--- config.mk ---
export PLATFORM = sky130hd
export DESIGN_NAME = issue_scoreboard
export DESIGN_NICKNAME = d
export VERILOG_FILES = /design/src/rtl/issue_scoreboard_pkg.sv /design/src/rtl/issue_scoreboard_sb_entry.sv /design/src/rtl/issue_scoreboard.sv
export SDC_FILE = /design/constraint.sdc
export NUM_CORES = 1
export LEC_CHECK = 0
export ABC_CLOCK_PERIOD_IN_PS = 13600
export CAP_MARGIN = 30
export CORE_UTILIZATION = 50
export DETAILED_ROUTE_END_ITERATION = 10
export GPL_ROUTABILITY_DRIVEN = 0
export PLACE_DENSITY = 0.64
export SLEW_MARGIN = 10
export SYNTH_ARGS = -nofsm -noshare
export SYNTH_HDL_FRONTEND = slang
export SYNTH_SLANG_ARGS = --single-unit
export TNS_END_PERCENT = 30
--- constraint.sdc ---
create_clock -name clk -period 13.6 [get_ports clk]
set_clock_uncertainty 0.05 [all_clocks]
set_input_delay 4.08 -clock clk [delete_from_list [all_inputs] [get_ports clk]]
set_output_delay 4.08 -clock clk [all_outputs]
set_load 0.01 [all_outputs]
--- src/rtl/issue_scoreboard_pkg.sv ---
// issue_scoreboard_pkg: shared latency constants and helpers for the issue scoreboard
package issue_scoreboard_pkg;
    localparam int LAT_MUL = 2;
    localparam int LAT_MEM = 2;
    localparam int LAT_BR  = 1;
    localparam int LAT_CSR = 1;
    localparam int LAT_ALU = 0;
    localparam logic [4:0] R0 = 5'd0;

    function automatic int cnt_max(input int w);
        return (1 << w) - 1;
    endfunction
endpackage

--- src/rtl/issue_scoreboard_sb_entry.sv ---
// sb_entry: pending-writer count and forward countdown for one architectural register
module sb_entry import issue_scoreboard_pkg::*; #(
    parameter int LAT_W = 3,
    parameter int CNT_W = 2
) (
    input  logic             clk,
    input  logic             rstn,
    input  logic             stall,
    input  logic             flush,
    input  logic             acc,
    input  logic [1:0]       inc,
    input  logic [1:0]       dec,
    input  logic [LAT_W-1:0] ld_lat,
    output logic             busy,
    output logic             sat,
    output logic [LAT_W-1:0] fwd
);
    localparam int W = CNT_W + 2;
    logic [CNT_W-1:0] cnt;
    logic [W-1:0] cnt_x, inc_x, dec_x, dec_e, nxt;
    logic ld;

    assign cnt_x = W'(cnt);
    assign inc_x = W'(inc);
    assign dec_x = W'(dec);
    assign dec_e = (dec_x > cnt_x) ? cnt_x : dec_x;
    assign sat   = (cnt_x + inc_x - dec_e) > W'(cnt_max(CNT_W));
    assign ld    = acc && inc != 2'd0;
    assign nxt   = cnt_x + (ld ? inc_x : '0) - dec_e;
    assign busy  = cnt != '0;

    // count nets issue against writeback; fwd loads on issue, otherwise counts down unless frozen
    always_ff @(posedge clk or negedge rstn) begin
        if (!rstn) begin
            cnt <= '0;
            fwd <= '0;
        end else if (flush) begin
            cnt <= '0;
            fwd <= '0;
        end else begin
            cnt <= nxt[CNT_W-1:0];
            fwd <= (nxt == '0) ? '0 : ld ? ld_lat : (!stall && fwd != '0) ? fwd - 1'b1 : fwd;
        end
    end
endmodule

--- src/rtl/issue_scoreboard.sv ---
// issue_scoreboard: tracks in-flight destinations and raises the issue stall for RAW, divide and saturation hazards
module issue_scoreboard import issue_scoreboard_pkg::*; #(
    parameter int NREG  = 32,
    parameter int LAT_W = 3,
    parameter int CNT_W = 2
) (
    input  logic             clk,
    input  logic             rstn,
    input  logic             stall,
    input  logic             flush,
    input  logic             eu0_en_in,
    input  logic [4:0]       eu0_rd_in,
    input  logic [4:0]       eu0_rj_in,
    input  logic [4:0]       eu0_rk_in,
    input  logic             eu0_wr_in,
    input  logic [LAT_W-1:0] eu0_lat_in,
    input  logic             eu0_div_in,
    input  logic             eu1_en_in,
    input  logic [4:0]       eu1_rd_in,
    input  logic [4:0]       eu1_rj_in,
    input  logic [4:0]       eu1_rk_in,
    input  logic             eu1_wr_in,
    input  logic [LAT_W-1:0] eu1_lat_in,
    input  logic             write_en_0,
    input  logic [4:0]       write_addr_0,
    input  logic             write_en_1,
    input  logic [4:0]       write_addr_1,
    input  logic             div_done,
    output logic             stall_by_conflict,
    output logic             issue_accept,
    output logic [NREG-1:0]  busy_mask,
    output logic             div_busy
);
    logic [LAT_W-1:0] fwd_a [NREG];
    logic [NREG-1:0] sat_v;
    logic hz0, hz1, pair_hz, div_hz;

    function automatic logic blk(input logic [4:0] s);
        return s != R0 && fwd_a[s] != '0;
    endfunction

    assign fwd_a[0]     = '0;
    assign sat_v[0]     = 1'b0;
    assign busy_mask[0] = 1'b0;

    assign hz0     = eu0_en_in && (blk(eu0_rj_in) || blk(eu0_rk_in));
    assign hz1     = eu1_en_in && (blk(eu1_rj_in) || blk(eu1_rk_in));
    assign pair_hz = eu0_en_in && eu1_en_in && eu0_wr_in && eu0_lat_in != '0 && eu0_rd_in != R0
                     && (eu1_rj_in == eu0_rd_in || eu1_rk_in == eu0_rd_in);
    assign div_hz  = eu0_en_in && eu0_div_in && div_busy;

    assign stall_by_conflict = hz0 || hz1 || pair_hz || div_hz || |sat_v;
    assign issue_accept      = (eu0_en_in || eu1_en_in) && !stall && !flush && !stall_by_conflict;

    for (genvar i = 1; i < NREG; i++) begin : g_ent
        logic h0, h1;
        logic [1:0] inc, dec;
        assign h0  = eu0_en_in && eu0_wr_in && eu0_rd_in == 5'(i);
        assign h1  = eu1_en_in && eu1_wr_in && eu1_rd_in == 5'(i);
        assign inc = {1'b0, h0} + {1'b0, h1};
        assign dec = {1'b0, write_en_0 && write_addr_0 == 5'(i)} + {1'b0, write_en_1 && write_addr_1 == 5'(i)};
        sb_entry #(.LAT_W(LAT_W), .CNT_W(CNT_W)) u_ent (
            .clk    (clk),
            .rstn   (rstn),
            .stall  (stall),
            .flush  (flush),
            .acc    (issue_accept),
            .inc    (inc),
            .dec    (dec),
            .ld_lat (h1 ? eu1_lat_in : eu0_lat_in),
            .busy   (busy_mask[i]),
            .sat    (sat_v[i]),
            .fwd    (fwd_a[i])
        );
    end

    // one divide in flight: a new accept sets the flag and wins over a same-cycle completion
    always_ff @(posedge clk or negedge rstn) begin
        if (!rstn)
            div_busy <= 1'b0;
        else if (flush)
            div_busy <= 1'b0;
        else if (issue_accept && eu0_en_in && eu0_div_in)
            div_busy <= 1'b1;
        else if (div_done)
            div_busy <= 1'b0;
    end
endmodule

**Yosys cells after proc, flatten, opt, wreduce, memory -nomap -nowiden**

Cells that the tools add are included.

- Register bits: 156
- Input bits: 58
- Output and inout bits: 35
- Word-level logic and storage cells: 1123

- Add/sub/neg operators: 217
- Order comparisons: 66
- Eq/ne operators: 126
- Mux-type cells: 263
- Bitwise logic cells: 4
- Reductions and logical operators: 384

Operators by type and width:

| cell | number |
|---|---|
| 2-to-1 mux 3 bit | 163 |
| == test 5 bit, second input constant | 64 |
| subtractor 4 bit | 62 |
| logical AND 1 bit | 206 |
| 2-to-1 mux 2 bit | 93 |
| == test 5 x 4 -> 1 bit, second input constant | 32 |
| adder 1 x 1 -> 2 bit | 62 |
| adder 2 x 4 -> 4 bit | 31 |
| > comparator 4 x 2 -> 1 bit, second input constant | 31 |
| logical NOT 4 bit | 31 |
| nonzero test 2 bit | 62 |
| nonzero test 4 bit | 31 |
| nonzero test 3 bit | 37 |
| adder 2 x 2 -> 3 bit | 31 |
| subtractor 3 x 1 -> 3 bit, second input constant | 31 |
| == test 5 x 3 -> 1 bit, second input constant | 16 |
| > comparator 2 bit | 31 |
| binary-select mux 3 bit (select 5 bit) | 4 |
| == test 5 x 2 -> 1 bit, second input constant | 8 |
| OR reduction 31 bit | 1 |
| nonzero test 5 bit | 5 |
| >= comparator 6 bit, second input constant | 4 |
| NOT 5 -> 6 bit | 4 |
| == test 5 x 1 -> 1 bit, second input constant | 4 |
| 4 further kinds | 16 |

**Depth between registers and ports, before layout**

- Depth after elaboration: 21
- Depth in mapped cells: 28
- Depth with buffers taken out: 26

**By module**

From an unflattened synthesis, not the netlist that was laid out.

- Cell total of the unflattened synthesis: 2489
- Area, all modules: 22556.6 um^2

By module, submodules not included:

| module | instances | cells each | area each (um^2) |
|---|---|---|---|
| sb_entry at g_ent[22].u_ent ... | 18 | 58 | 576.8 |
| sb_entry at g_ent[10].u_ent ... | 12 | 61 | 579.3 |
| issue_scoreboard | 1 | 655 | 4659.5 |
| sb_entry at g_ent[14].u_ent | 1 | 58 | 563.0 |

**Worst setup path before layout**

OpenSTA, ideal clock, no wires.

- Kind: input-to-output
- From: input port eu1_rd_in[0]
- To: output port stall_by_conflict
- Data arrival time: 8.679 ns
- Required time: 9.470 ns
- Path slack: 0.791 ns
- Stages on the path: 17
- Path buffers: 2
- Path through: or3b_2 -> or2_2 -> nor2_1 -> ha_1 -> ha_1 -> fa_1 -> ha_1 -> nor3_1 -> nor4_1 -> o211ai_1 -> or4b_2 -> nor4_1 -> nand4_1 -> nor4_4 -> clkbuf_1 -> buf_2 -> o21ai_0

- Word-level cells in the longest chain between the ends: 8
- Elaborated cells between the ends (all ways): 188
- Those cells by class: add/sub (93); order compare (31); eq/ne (31); reduce/logical (33)

Ends and longest elaborated chain:

| what | line | source |
|---|---|---|
| from (decl) | issue_scoreboard.sv:19 | `input logic [4:0] eu1_rd_in,` |
| == test 5 x 1 -> 1 bit, or another cell as far along | issue_scoreboard.sv:59 | `assign h1 = eu1_en_in && eu1_wr_in && eu1_rd_in == 5'(i);` |
| logical AND 1 bit | issue_scoreboard.sv:59 |  |
| adder 1 x 1 -> 2 bit | issue_scoreboard.sv:60 | `assign inc = {1'b0, h0} + {1'b0, h1};` |
| adder 2 x 2 -> 3 bit | issue_scoreboard_sb_entry.sv:27 | `assign sat = (cnt_x + inc_x - dec_e) > W'(cnt_max(CNT_W));` |
| subtractor 4 bit | issue_scoreboard_sb_entry.sv:27 |  |
| > comparator 4 x 2 -> 1 bit | issue_scoreboard_sb_entry.sv:27 |  |
| OR reduction 31 bit * | issue_scoreboard.sv:52 | `assign stall_by_conflict = hz0 \|\| hz1 \|\| pair_hz \|\| div_hz \|\| \|sat_v;` |
| logical OR 1 bit * | issue_scoreboard.sv:52 |  |
| to (decl) | issue_scoreboard.sv:29 | `output logic stall_by_conflict,` |

Every way passes the cells marked *; elsewhere a longest branch is shown, timed or not.

**Final worst setup path**

- From: input port eu0_wr_in
- To: output port issue_accept

- Word-level cells in the longest chain between the ends: 10
- Elaborated cells between the ends (all ways): 166
- Those cells by class: add/sub (93); order compare (31); reduce/logical (42)

Ends and longest elaborated chain:

| what | line | source |
|---|---|---|
| from (decl) | issue_scoreboard.sv:15 | `input logic eu0_wr_in,` |
| logical AND 1 bit (2 in a row) | issue_scoreboard.sv:58 | `assign h0 = eu0_en_in && eu0_wr_in && eu0_rd_in == 5'(i);` |
| adder 1 x 1 -> 2 bit | issue_scoreboard.sv:60 |  |
| adder 2 x 2 -> 3 bit | issue_scoreboard_sb_entry.sv:27 |  |
| subtractor 4 bit | issue_scoreboard_sb_entry.sv:27 |  |
| > comparator 4 x 2 -> 1 bit | issue_scoreboard_sb_entry.sv:27 |  |
| OR reduction 31 bit | issue_scoreboard.sv:52 |  |
| logical OR 1 bit * | issue_scoreboard.sv:52 |  |
| logical NOT 1 bit * | issue_scoreboard.sv:53 | `assign issue_accept = (eu0_en_in \|\| eu1_en_in) && !stall && !flush && !stall_by_conflict;` |
| logical AND 1 bit * | issue_scoreboard.sv:53 |  |
| to (decl) | issue_scoreboard.sv:30 | `output logic issue_accept,` |

Marks and branches as above.

==> impl_metrics.json <==
{
  "status": "completed",
  "async_flop_share": 1.00,
  "die_y_um": 219,
  "timing.rr.end": "g_ent[1].u_ent.fwd[0]",
  "start_util": 0.506,
  "numCtsBuffers": 17,
  "finalCriticalPeriod_ns": 13.46,
  "wl_per_cell_um": 21.6,
  "nFillCells": 4296,
  "drv_cap": 0,
  "synth_flop_cell": "dfrtp_1",
  "ys_ff_latch": 156,
  "hold_buffers": 0,
  "clk_pin_slew_ns": 0.07,
  "core_area_mm2": 0.0465,
  "synth_top_area_share": 0.214,
  "power.density_mw_per_mm2": 101,
  "antenna_found_initial": 2,
  "pre_cts_ws_ns": -0.0508,
  "fin_nets": 3513,
  "pwr-share-clk": 0.195,
  "placed_area_mm2": 0.0252,
  "grt_max_degree": 79,
  "min_path_type": "register to register",
  "die_w_um": 219,
  "tritoncts": "done",
  "synth_top_area_cell": "ha_1",
  "swShare": 0.439,
  "cp_data_arrival_time_ns": 9.33,
  "r2r-start": "g_ent[31].u_ent.cnt[0]",
  "syn_to_final_growth_pct": 10.0,
  "max_clock_freq_mhz": 74.3,
  "irDropWorstVdd_uv": 92.6,
  "drive_gt1_frac": 0.0831,
  "setup_viol": 0,
  "cts.sinks": 156,
  "instances_no_fill": 3580,
  "first_global_vias": 21523,
  "synth_area_mm2": 0.0235,
  "wl_um": 77300,
  "finalHoldViolations": 0,
  "ioPinCount": 93,
  "clkLatencyLatePin_ns": 0.52,
  "synth_cell_types": 76,
  "p_sw_mw": 1.15,
  "final.setup.worst_slack_ns": 0.141,
  "slew_headroom": 0.271,
  "ff2ff_setup_slack_ns": 6.69,
  "critPathMaxFanout": 3,
  "track_usage": 0.330,
  "via_per_inst": 6.04,
  "dpl.cell_count": 3547,
  "seqPwrFrac": 0.219,
  "critical_path_class": "primary input to output port",
  "firstDrtPassIters": 5,
  "post_cts_buffers": 0,
  "power.total_mw": 2.62,
  "start_kind": "primary input",
  "setup.worst_path.start": "eu0_wr_in",
  "syn-instance-count": 2892,
  "slew_viol_final": 0,
  "synth_warnings": 0,
  "cts_max_level": 4,
  "grt_pass1_wl_um": 119000,
  "combinationalPowerShare": 0.587,
  "fp.dieArea_mm2": 0.0479,
  "drc": 0,
  "synth.area.top_cells": "ha_1 21%, dfrtp_1 17%, fa_1 7.9%",
  "seq_area_frac_synth": 0.166,
  "vias": 21617,
  "reg2reg_depth": 22,
  "required_ns": 9.47,
  "dpl.hpwl_um": 59300,
  "end_kind": "output port",
  "cp-endpoint": "issue_accept",
  "ant_nets": 0,
  "worstMarginPinSlew_ns": 1.09,
  "cts_buffer_depth": 2,
  "grt_overflow_total": 0,
  "drt_iter0_drc": 1661,
  "intPower_mw": 1.47,
  "syn_nets": 3445,
  "rows": 79,
  "cts_root_buf": "clkbuf_16",
  "power_leakage_nw": 11.8,
  "avgSynthCellArea_um2": 8.13,
  "synth_edf_count": 0,
  "design_area_mm2": 0.0259,
  "finalCritPeriodShare": 0.990,
  "io_buffers": 91
}
[power by group through the flow]
| stage | sequential, mW | clock [mW] | combinational, mW |
|---|---|---|---|
| after detailed placement | 0.579 | 0 | 1.50 |
| after global routing | 0.580 | 0.535 | 1.73 |
| after floorplan | 0.559 | 0 | 1.07 |
| final | 0.572 | 0.510 | 1.54 |
| after CTS | 0.571 | 0.521 | 1.51 |
| after global placement | 0.577 | 0 | 1.43 |
[repair_timing]
| action | 4_1_cts | 5_1_grt |
|---|---|---|
| gates resized for setup | 2 | 20 |
| endpoints found under the setup margin | 2 | 2 |
| pin swaps | 1 | 6 |
| endpoints found under the hold margin | 0 | 0 |
[layout by cell type (no fill, tap or decap), types with 23 or more instances in the layout]
master,count
xnor2_1,49
nor4_1,29
mux2_2,37
fa_1,93
and3_1,44
nand2_1,152
dfrtp_1,156
inv_1,415
and2_1,36
ha_1,402
a21oi_1,183
buf_4,83
clkdlybuf4s50_1,81
mux2i_1,89
o21ai_0,96
nand3_1,86
a211oi_1,75
nand2b_1,23
nor2b_1,98
nor2_1,256
nor3_1,61
a31o_2,39
a21o_1,96
[cell usage after synthesis, types with 61 or more instances]
cell type	instances
inv_1	415
ha_1	402
nor2_1	261
a21oi_1	183
dfrtp_1	156
nand2_1	152
nor2b_1	98
o21ai_0	97
a21o_1	96
fa_1	93
mux2i_1	89
nand3_1	86
clkbuf_1	84
a211oi_1	75
nor3_1	61
[metrics by stage]
step                hold WS, ns  utilization  setup TNS (ns)
floorplan                 0.632            -               0
global placement          0.622        0.542         -0.0196
detailed placement        0.678        0.543         -0.0778
CTS                       0.688        0.555               0
global route              0.721        0.557         -0.0179
finish                    0.681        0.557               0
[layer usage]
metal / track usage / routed length (µm)
met4: 0.186 / 4520
met5: 0 / 27
met1: 0.401 / 31800
met3: 0.0592 / 4880
met2: 0.549 / 36100
[registers in the layout (all words and copies together), names as in the netlist]
name / flops
div_busy: 1
g_ent.u_ent.fwd: 93
g_ent.u_ent.cnt: 62
[worst min-delay path by stage]
stage	startpoint	end	slack (ns)	depth (start not counted)
6_report	div_busy	div_busy	0.68	2
5_1_grt	g_ent[15].u_ent.fwd[1]	g_ent[15].u_ent.fwd[1]	0.72	3
4_1_cts	g_ent[7].u_ent.fwd[1]	g_ent[7].u_ent.fwd[1]	0.69	3
3_5_place_dp	g_ent[5].u_ent.fwd[1]	g_ent[5].u_ent.fwd[1]	0.68	3
3_3_place_gp	div_busy	div_busy	0.62	2
2_1_floorplan	g_ent[13].u_ent.fwd[1]	g_ent[13].u_ent.fwd[1]	0.63	3
[cell type report]
class                      count  area, µm²  area share
inverter                     417       1570      0.0605
sequential                   156       3900       0.151
antenna                        1       2.50   0.0000968
tap                          607        759      0.0294
multi-input combinational   2191      17500       0.676
clock inverter                11        118     0.00455
clock buffer                  20        447      0.0173
timing repair buffer         177       1600      0.0617
[cells by family (layout without fill, tap and decap cells)]
family          Yosys count  after routing  synth area share
compound gates          612            612             0.171
xor+xnor                 50             50            0.0186
fa+ha+maj               495            495             0.293
buf+inv                 545            625            0.0934
flops                   156            156             0.166
mux                     136            136            0.0647
other cells               1              2          0.000160
simple gates            897            897             0.193
[worst max-delay path, cell delays in order]
cell             delay [ns]
clkdlybuf4s50_1        0.59
nand2_1                0.08
nor2_1                 0.22
nand2_1                0.11
nor2_1                 0.29
ha_1                   0.31
ha_1                   0.20
fa_1                   0.44
ha_1                   0.24
or4_1                  0.52
a311o_1                0.35
a2111oi_2              0.36
buf_4                  0.17
nand4_1                0.20
nor4_4                 0.44
and2_4                 0.21
clkdlybuf4s50_1        0.52
Power figures use the tool's default switching activity.
